$ cat src/rtl/wb_write_queue_if.sv
// Bus bundle for the write-back queue: push handshake, register file drain port,
// bypass lookups and occupancy status.
interface wb_write_queue_if #(
    parameter int n     = 32,
    parameter int DEPTH = 4
);
    localparam int CW = $clog2(DEPTH) + 1;

    logic          in_valid;
    logic [4:0]    in_addr;
    logic [n-1:0]  in_data;
    logic          in_ready;

    logic          drain_en;
    logic [4:0]    rf_write;
    logic [n-1:0]  rf_write_data;
    logic          rf_regWrite;

    logic          flush;

    logic [4:0]    lk_addr_1;
    logic [4:0]    lk_addr_2;
    logic          lk_hit_1;
    logic          lk_hit_2;
    logic [n-1:0]  lk_data_1;
    logic [n-1:0]  lk_data_2;

    logic [CW-1:0] count;
    logic          empty;
    logic          full;

    modport master (
        output in_valid, in_addr, in_data, drain_en, flush, lk_addr_1, lk_addr_2,
        input  in_ready, rf_write, rf_write_data, rf_regWrite,
               lk_hit_1, lk_hit_2, lk_data_1, lk_data_2, count, empty, full
    );

    modport slave (
        input  in_valid, in_addr, in_data, drain_en, flush, lk_addr_1, lk_addr_2,
        output in_ready, rf_write, rf_write_data, rf_regWrite,
               lk_hit_1, lk_hit_2, lk_data_1, lk_data_2, count, empty, full
    );
endinterface

$ cat src/rtl/wb_write_queue.sv
// Write-back FIFO between datapath and register file write port, with
// youngest-match bypass lookups over the pending entries.
module wb_write_queue #(
    parameter int n     = 32,
    parameter int DEPTH = 4
) (
    input  logic            clk,
    input  logic            rst,
    wb_write_queue_if.slave bus
);
    localparam int PW = $clog2(DEPTH);
    localparam int CW = PW + 1;

    logic [4:0]    addr_mem [DEPTH];
    logic [n-1:0]  data_mem [DEPTH];
    logic [PW-1:0] head;
    logic [PW-1:0] tail;
    logic [CW-1:0] cnt;
    logic          is_empty;
    logic          is_full;
    logic          push;
    logic          push_eff;
    logic          pop;
    logic [PW-1:0] idx;

    assign is_empty = (cnt == '0);
    assign is_full  = (cnt == CW'(DEPTH));
    assign push     = bus.in_valid & ~is_full;
    // Writes to x0 finish the handshake but are never queued.
    assign push_eff = push & (bus.in_addr != 5'd0);
    assign pop      = ~is_empty & bus.drain_en;

    assign bus.in_ready      = ~is_full;
    assign bus.rf_regWrite   = pop;
    assign bus.rf_write      = is_empty ? 5'd0 : addr_mem[head];
    assign bus.rf_write_data = is_empty ? '0 : data_mem[head];
    assign bus.count         = cnt;
    assign bus.empty         = is_empty;
    assign bus.full          = is_full;

    always_ff @(posedge clk or negedge rst) begin
        if (!rst) begin
            head <= '0;
            tail <= '0;
            cnt  <= '0;
        end else if (bus.flush) begin
            head <= '0;
            tail <= '0;
            cnt  <= '0;
        end else begin
            if (push_eff) tail <= tail + 1'b1;
            if (pop)      head <= head + 1'b1;
            cnt <= cnt + CW'(push_eff) - CW'(pop);
        end
    end

    // Payload storage needs no reset: validity comes from head/count alone.
    always_ff @(posedge clk) begin
        if (push_eff && !bus.flush) begin
            addr_mem[tail] <= bus.in_addr;
            data_mem[tail] <= bus.in_data;
        end
    end

    // Walk oldest to youngest so the last match found is the youngest one.
    always_comb begin
        bus.lk_hit_1  = 1'b0;
        bus.lk_data_1 = '0;
        bus.lk_hit_2  = 1'b0;
        bus.lk_data_2 = '0;
        idx           = head;
        for (int k = 0; k < DEPTH; k++) begin
            idx = head + k[PW-1:0];
            if (k < int'(cnt)) begin
                if (bus.lk_addr_1 != 5'd0 && addr_mem[idx] == bus.lk_addr_1) begin
                    bus.lk_hit_1  = 1'b1;
                    bus.lk_data_1 = data_mem[idx];
                end
                if (bus.lk_addr_2 != 5'd0 && addr_mem[idx] == bus.lk_addr_2) begin
                    bus.lk_hit_2  = 1'b1;
                    bus.lk_data_2 = data_mem[idx];
                end
            end
        end
    end
endmodule

$ cat src/flat_wrapper.sv
// flat-port wrapper written by rule: the top's interface ports become plain ports
module wb_write_queue_flat 
#(
    parameter int n     = 32,
    parameter int DEPTH = 4
)
  (clk, rst, bus_in_valid, bus_in_addr, bus_in_data, bus_drain_en, bus_flush, bus_lk_addr_1, bus_lk_addr_2, bus_in_ready, bus_rf_write, bus_rf_write_data, bus_rf_regWrite, bus_lk_hit_1, bus_lk_hit_2, bus_lk_data_1, bus_lk_data_2, bus_count, bus_empty, bus_full);
  wb_write_queue_if #(.n(n), .DEPTH(DEPTH)) bus_i ();
  input  logic clk;
  input  logic rst;
  input wire logic [$bits(bus_i.in_valid)-1:0] bus_in_valid;
  input wire logic [$bits(bus_i.in_addr)-1:0] bus_in_addr;
  input wire logic [$bits(bus_i.in_data)-1:0] bus_in_data;
  input wire logic [$bits(bus_i.drain_en)-1:0] bus_drain_en;
  input wire logic [$bits(bus_i.flush)-1:0] bus_flush;
  input wire logic [$bits(bus_i.lk_addr_1)-1:0] bus_lk_addr_1;
  input wire logic [$bits(bus_i.lk_addr_2)-1:0] bus_lk_addr_2;
  output wire logic [$bits(bus_i.in_ready)-1:0] bus_in_ready;
  output wire logic [$bits(bus_i.rf_write)-1:0] bus_rf_write;
  output wire logic [$bits(bus_i.rf_write_data)-1:0] bus_rf_write_data;
  output wire logic [$bits(bus_i.rf_regWrite)-1:0] bus_rf_regWrite;
  output wire logic [$bits(bus_i.lk_hit_1)-1:0] bus_lk_hit_1;
  output wire logic [$bits(bus_i.lk_hit_2)-1:0] bus_lk_hit_2;
  output wire logic [$bits(bus_i.lk_data_1)-1:0] bus_lk_data_1;
  output wire logic [$bits(bus_i.lk_data_2)-1:0] bus_lk_data_2;
  output wire logic [$bits(bus_i.count)-1:0] bus_count;
  output wire logic [$bits(bus_i.empty)-1:0] bus_empty;
  output wire logic [$bits(bus_i.full)-1:0] bus_full;
  assign bus_i.in_valid = bus_in_valid;
  assign bus_i.in_addr = bus_in_addr;
  assign bus_i.in_data = bus_in_data;
  assign bus_i.drain_en = bus_drain_en;
  assign bus_i.flush = bus_flush;
  assign bus_i.lk_addr_1 = bus_lk_addr_1;
  assign bus_i.lk_addr_2 = bus_lk_addr_2;
  assign bus_in_ready = bus_i.in_ready;
  assign bus_rf_write = bus_i.rf_write;
  assign bus_rf_write_data = bus_i.rf_write_data;
  assign bus_rf_regWrite = bus_i.rf_regWrite;
  assign bus_lk_hit_1 = bus_i.lk_hit_1;
  assign bus_lk_hit_2 = bus_i.lk_hit_2;
  assign bus_lk_data_1 = bus_i.lk_data_1;
  assign bus_lk_data_2 = bus_i.lk_data_2;
  assign bus_count = bus_i.count;
  assign bus_empty = bus_i.empty;
  assign bus_full = bus_i.full;
  wb_write_queue #(.n(n), .DEPTH(DEPTH)) u_core (.clk(clk), .rst(rst), .bus(bus_i));
endmodule
$ cat config.mk
export PLATFORM = sky130hd
export DESIGN_NAME = wb_write_queue_flat
export DESIGN_NICKNAME = d
export VERILOG_FILES = /design/src/rtl/wb_write_queue_if.sv /design/src/rtl/wb_write_queue.sv /design/src/flat_wrapper.sv
export SDC_FILE = /design/constraint.sdc
export NUM_CORES = 1
export LEC_CHECK = 0
export CORE_UTILIZATION = 45
export DETAILED_ROUTE_END_ITERATION = 6
export PLACE_DENSITY = 0.7
export SYNTH_ARGS = -nofsm -noshare
export SYNTH_HDL_FRONTEND = slang
export SYNTH_SLANG_ARGS = --single-unit
$ cat constraint.sdc
create_clock -name clk -period 3.2 [get_ports clk]
set_input_delay 0.64 -clock clk [delete_from_list [all_inputs] [get_ports clk]]
set_output_delay 0.64 -clock clk [all_outputs]
set_load 0.05 [all_outputs]
==> flow_results.org <==
** Run status
- Result of the run :: complete, but fails checks
- Violated checks :: setup timing

** Yosys
- The most used flip-flop cell after synthesis is sky130_fd_sc_hd__edfxtp_1.
- In the synthesized netlist, the number of instances is 1,060.
- Main area contributors after synthesis :: sky130_fd_sc_hd__edfxtp_1, sky130_fd_sc_hd__mux4_2, sky130_fd_sc_hd__mux2i_1
- Most common library cells after synthesis :: sky130_fd_sc_hd__edfxtp_1, sky130_fd_sc_hd__mux2i_1, sky130_fd_sc_hd__nor3_1, sky130_fd_sc_hd__clkbuf_1, sky130_fd_sc_hd__a21oi_1
- Counting flops with a built-in enable in the synthesized netlist gives 148.
- Of all cell types, the one taking the most synthesized area is sky130_fd_sc_hd__edfxtp_1.
- In this run the mean area of a mapped cell was 11.2 um2.
- #FFs+latches synth :: 155
- Most numerous cell in the Yosys netlist :: sky130_fd_sc_hd__edfxtp_1
- Post-Synthesis Cell Area :: 11,900 um2
- Syn Nets :: 1,121
- Top-area cell type share of the netlist area :: 37.4%
- Of the synthesized area, sequential elements account for 38.9%.
- In the synthesized netlist the async set-or-reset flop fraction comes to 4.52%.
- During synthesis, Yosys emitted a total of 0 warnings.
- Synth cell types :: 55

** Critical path
- STA classifies the critical path startpoint as a flop.
- Setup slack on the worst flop-to-flop path :: 970 ps
- Worst EP arrival :: 3460 ps
- R2R Path End :: u_core.bus.count[2]$_DFF_PN0_
- Worst-path cell with the longest stage delay :: sky130_fd_sc_hd__or4b_4
- The cell family contributing the most delay on the critical path is simple AND/OR/NAND/NOR gates.
- The cell that appears most often on the critical path is sky130_fd_sc_hd__buf_12.
- For the worst setup path, the data required time is 2560 ps.
- Startpoint of the lowest-slack register-to-register path :: u_core.bus.count[0]$_DFF_PN0_
- The worst setup path is captured at a primary output.
- The critical path is of the flop to primary output type.
- The critical path starts at u_core.head[1]$_DFFE_PN0P_.
- CP Max Fanout :: 8
- For this run, the slowest stage of the critical path takes 670 ps.
- Cells on worst reg2reg path :: 9
- Walking the worst path, the cells encountered are buf_6 -> mux4_2 -> xnor2_2 -> nand4_1 -> or4b_4 -> nand2b_4 -> buf_12 -> buf_12 -> o221ai_4 -> buf_12.
- Bufs and invs on worst path :: 4

** Route
- Post-route DRC :: 0
- The first detailed-routing pass ran for 5 iterations.
- In the final routed layout, each cell accounts on average for 25.5 um.
- Iteration-0 DRC Markers :: 1,163
- Final routed wirelength across all metal layers :: 43,300 um
- Using the TritonRoute via totals, the vias-per-cell ratio works out to 6.70.
- Number of nets with antenna violations after detailed routing :: 0
- Across all layers, the routed design uses 11,400 vias.

** STA
- Of the available clock period, the critical path in the final layout requires 128%.
- At the pin with the least slew margin, the transition time is 506 ps.
- Once routing completed, OpenROAD measured the worst setup slack at -896 ps.
- Achievable clock frequency :: 244 MHz
- Headroom to the max-slew limit :: 66.2%
- Unrepaired setup endpoints after global routing :: yes
- Setup violators final :: 69
- The count of endpoints failing hold in the final timing report is 0.
- After routing, the total negative slack on setup checks comes to -52,790 ps.
- Final worst clock skew :: 10.2 ps
- The number of max-slew violations in the final report was 0.
- Final worst path period need :: 4100 ps

** Clocking
- The clock tree synthesis step divided the H-tree into 4 levels.
- No sink is reached through more buffers than the 2 on the longest clock path.
- At the later pin of the worst-skew pair, clock insertion delay measures 440 ps.
- Clock tree synthesis inserted a total of 17 buffers.
- The tree is rooted in a sky130_fd_sc_hd__clkbuf_16.
- Clock slew at the register clock pins of the worst setup and hold paths :: 70 ps
- TritonCTS built the clock tree.
- Clk sink count :: 155
- Number of buffers inserted for hold repair after clock tree synthesis :: 0

** Global route
- Global-route wire length before repair :: 63,000 um
- Number of global-route vias before repair :: 11,200
- The initial antenna violation count is 3.
- Summed over all layers, the global routing overflow is 0.
- Largest net degree at the start of global routing :: 83
- Global routing used 31.2% of the available tracks.

** Power
- The worst-case IR drop observed on VDD is 839 uV.
- The completed layout was analyzed and its total power is 0.0133 W.
- Standby leakage power :: 6.16 nW
- In this run the power density over the cells is 718 nW/um2.

** Final layout
- At the end of the flow, the number of nets in the layout was 1,408.
- With fillers left out, the area of the finished cells amounts to 18,500 um2.
- Once layout is complete, the cells apart from fillers number 1,698.
- Of the cells placed in the final design, the portion with a size suffix greater than 1 is 44.6%.
- Area growth, synth to finish :: 56.0%

** Run
- Max-cap violations in this run came to 0.

** Floorplan
- Top-Level Pins :: 162
- In this run the horizontal extent of the chip is 164 um.
- The region available for standard cell placement spans 26,000 um2.
- Initial Util :: 45.7%
- Y dimension of the die :: 164 um
- After floorplanning, the core was divided into 59 placement rows.
- Die Area :: 27,100 um2

** Placement
- GPL Wtd Cong :: 0.907
- HPWL reported at the end of detailed placement :: 25,400 um
- Pre-CTS WS :: -530 ps
- Buffers added on ports :: 161
- Cell Count Post-Placement :: 1,624
- Placed instance area :: 16,900 um2

** Min path
- The tightest min-delay check is of the input port to asynchronous set/reset pin type.
sequential cells by signal (all words and copies together), names as in the netlist:
| register | cells |
|---|---|
| u_core.head | 2 |
| u_core.tail | 2 |
| u_core.bus.count | 3 |
| u_core.addr_mem | 20 |
| u_core.data_mem | 128 |
layer usage:
metal  vias up  track usage (%)  share of wire [%]
li1       4780                -                  -
met1      5539             37.8                 35
met2       836             52.9                 49
met3       213             5.10                 10
met4         2             17.5                5.5
met5         -                0              0.028
timing repair:
item / 4_1_cts / 5_1_grt
gates resized for setup: 70 / 63
setup endpoints to repair: 96 / 94
cloned: 11 / 5
pin swaps: 19 / 32
buffers inserted: 14 / 15
logic make-up (layout without fill, tap and decap cells):
family / after synthesis / count (layout) / synth area share, %
adders and majority gates: 9 / 9 / 1.01
buffers and inverters: 129 / 429 / 5.23
AOI/OAI and AO/OA: 195 / 195 / 12.5
other: 0 / 3 / 0
xor gates and xnor gates: 41 / 41 / 3.02
and+or+nand+nor: 359 / 359 / 17.1
muxes: 172 / 172 / 22.2
DFF: 155 / 155 / 38.9
worst reg2reg max path: stages, from the launching register on:
cell and delay [ps]:
sky130_fd_sc_hd__dfrtp_1 420, sky130_fd_sc_hd__nor3_2 180, sky130_fd_sc_hd__buf_4 240, sky130_fd_sc_hd__nor2b_1 140, sky130_fd_sc_hd__ha_1 290, sky130_fd_sc_hd__inv_1 40, sky130_fd_sc_hd__ha_1 190, sky130_fd_sc_hd__fa_1 400
sky130_fd_sc_hd__xor2_1 160, sky130_fd_sc_hd__nor2_1 50
worst max path at each step:
stage | cells after the start | to
floorplan | 9 | bus_lk_data_1[11]
global placement | 8 | bus_lk_data_1[30]
detailed placement | 8 | bus_lk_data_1[30]
CTS | 11 | bus_lk_data_1[18]
global route | 10 | bus_lk_data_2[9]
finish | 10 | bus_lk_data_2[10]
metrics by stage:
stage / hold slack, ps / util (%)
after floorplan: 344 / -
after global placement: 561 / 64.9
after detailed placement: 572 / 64.9
after CTS: 464 / 70.0
after global routing: 467 / 71.3
final: 458 / 71.3
cells in the final DEF, fill, tap and decap left out, drive strengths merged, types with 3 or more instances in the layout:
cell type        n
inv             15
a221oi          20
mux2i           81
o21ai           23
xor2            16
clkdlybuf4s50   57
nor3            73
dfrtp            7
o221ai          21
a211oi          46
dlymetal6s2s     3
mux2            23
diode            3
nand3           45
or4              3
clkbuf          23
o211ai          14
edfxtp         148
ha               8
buf            320
nor2b           59
nor2            30
nand4           27
and4            31
mux4            68
a21oi           62
xnor2           25
and2            26
nor4            16
bufinv           3
clkinv           6
nand2           42
final cells by class:
type	instances	area, um2
fill	1642	7460
inverter	12	50.0
sequential	155	4630
tap	335	419
antenna	3	7.51
clock buffer	19	433
multi-input combinational	776	7960
clock inverter	13	168
timing repair buffer	385	4860
report_power, final:
part	internal (W)	switching [W]	leakage [nW]
Sequential	0.00237	0.0000977	1.43
Clock	0.00124	0.000866	0.294
Combinational	0.00376	0.00497	4.44
Power figures use the tool's default switching activity.
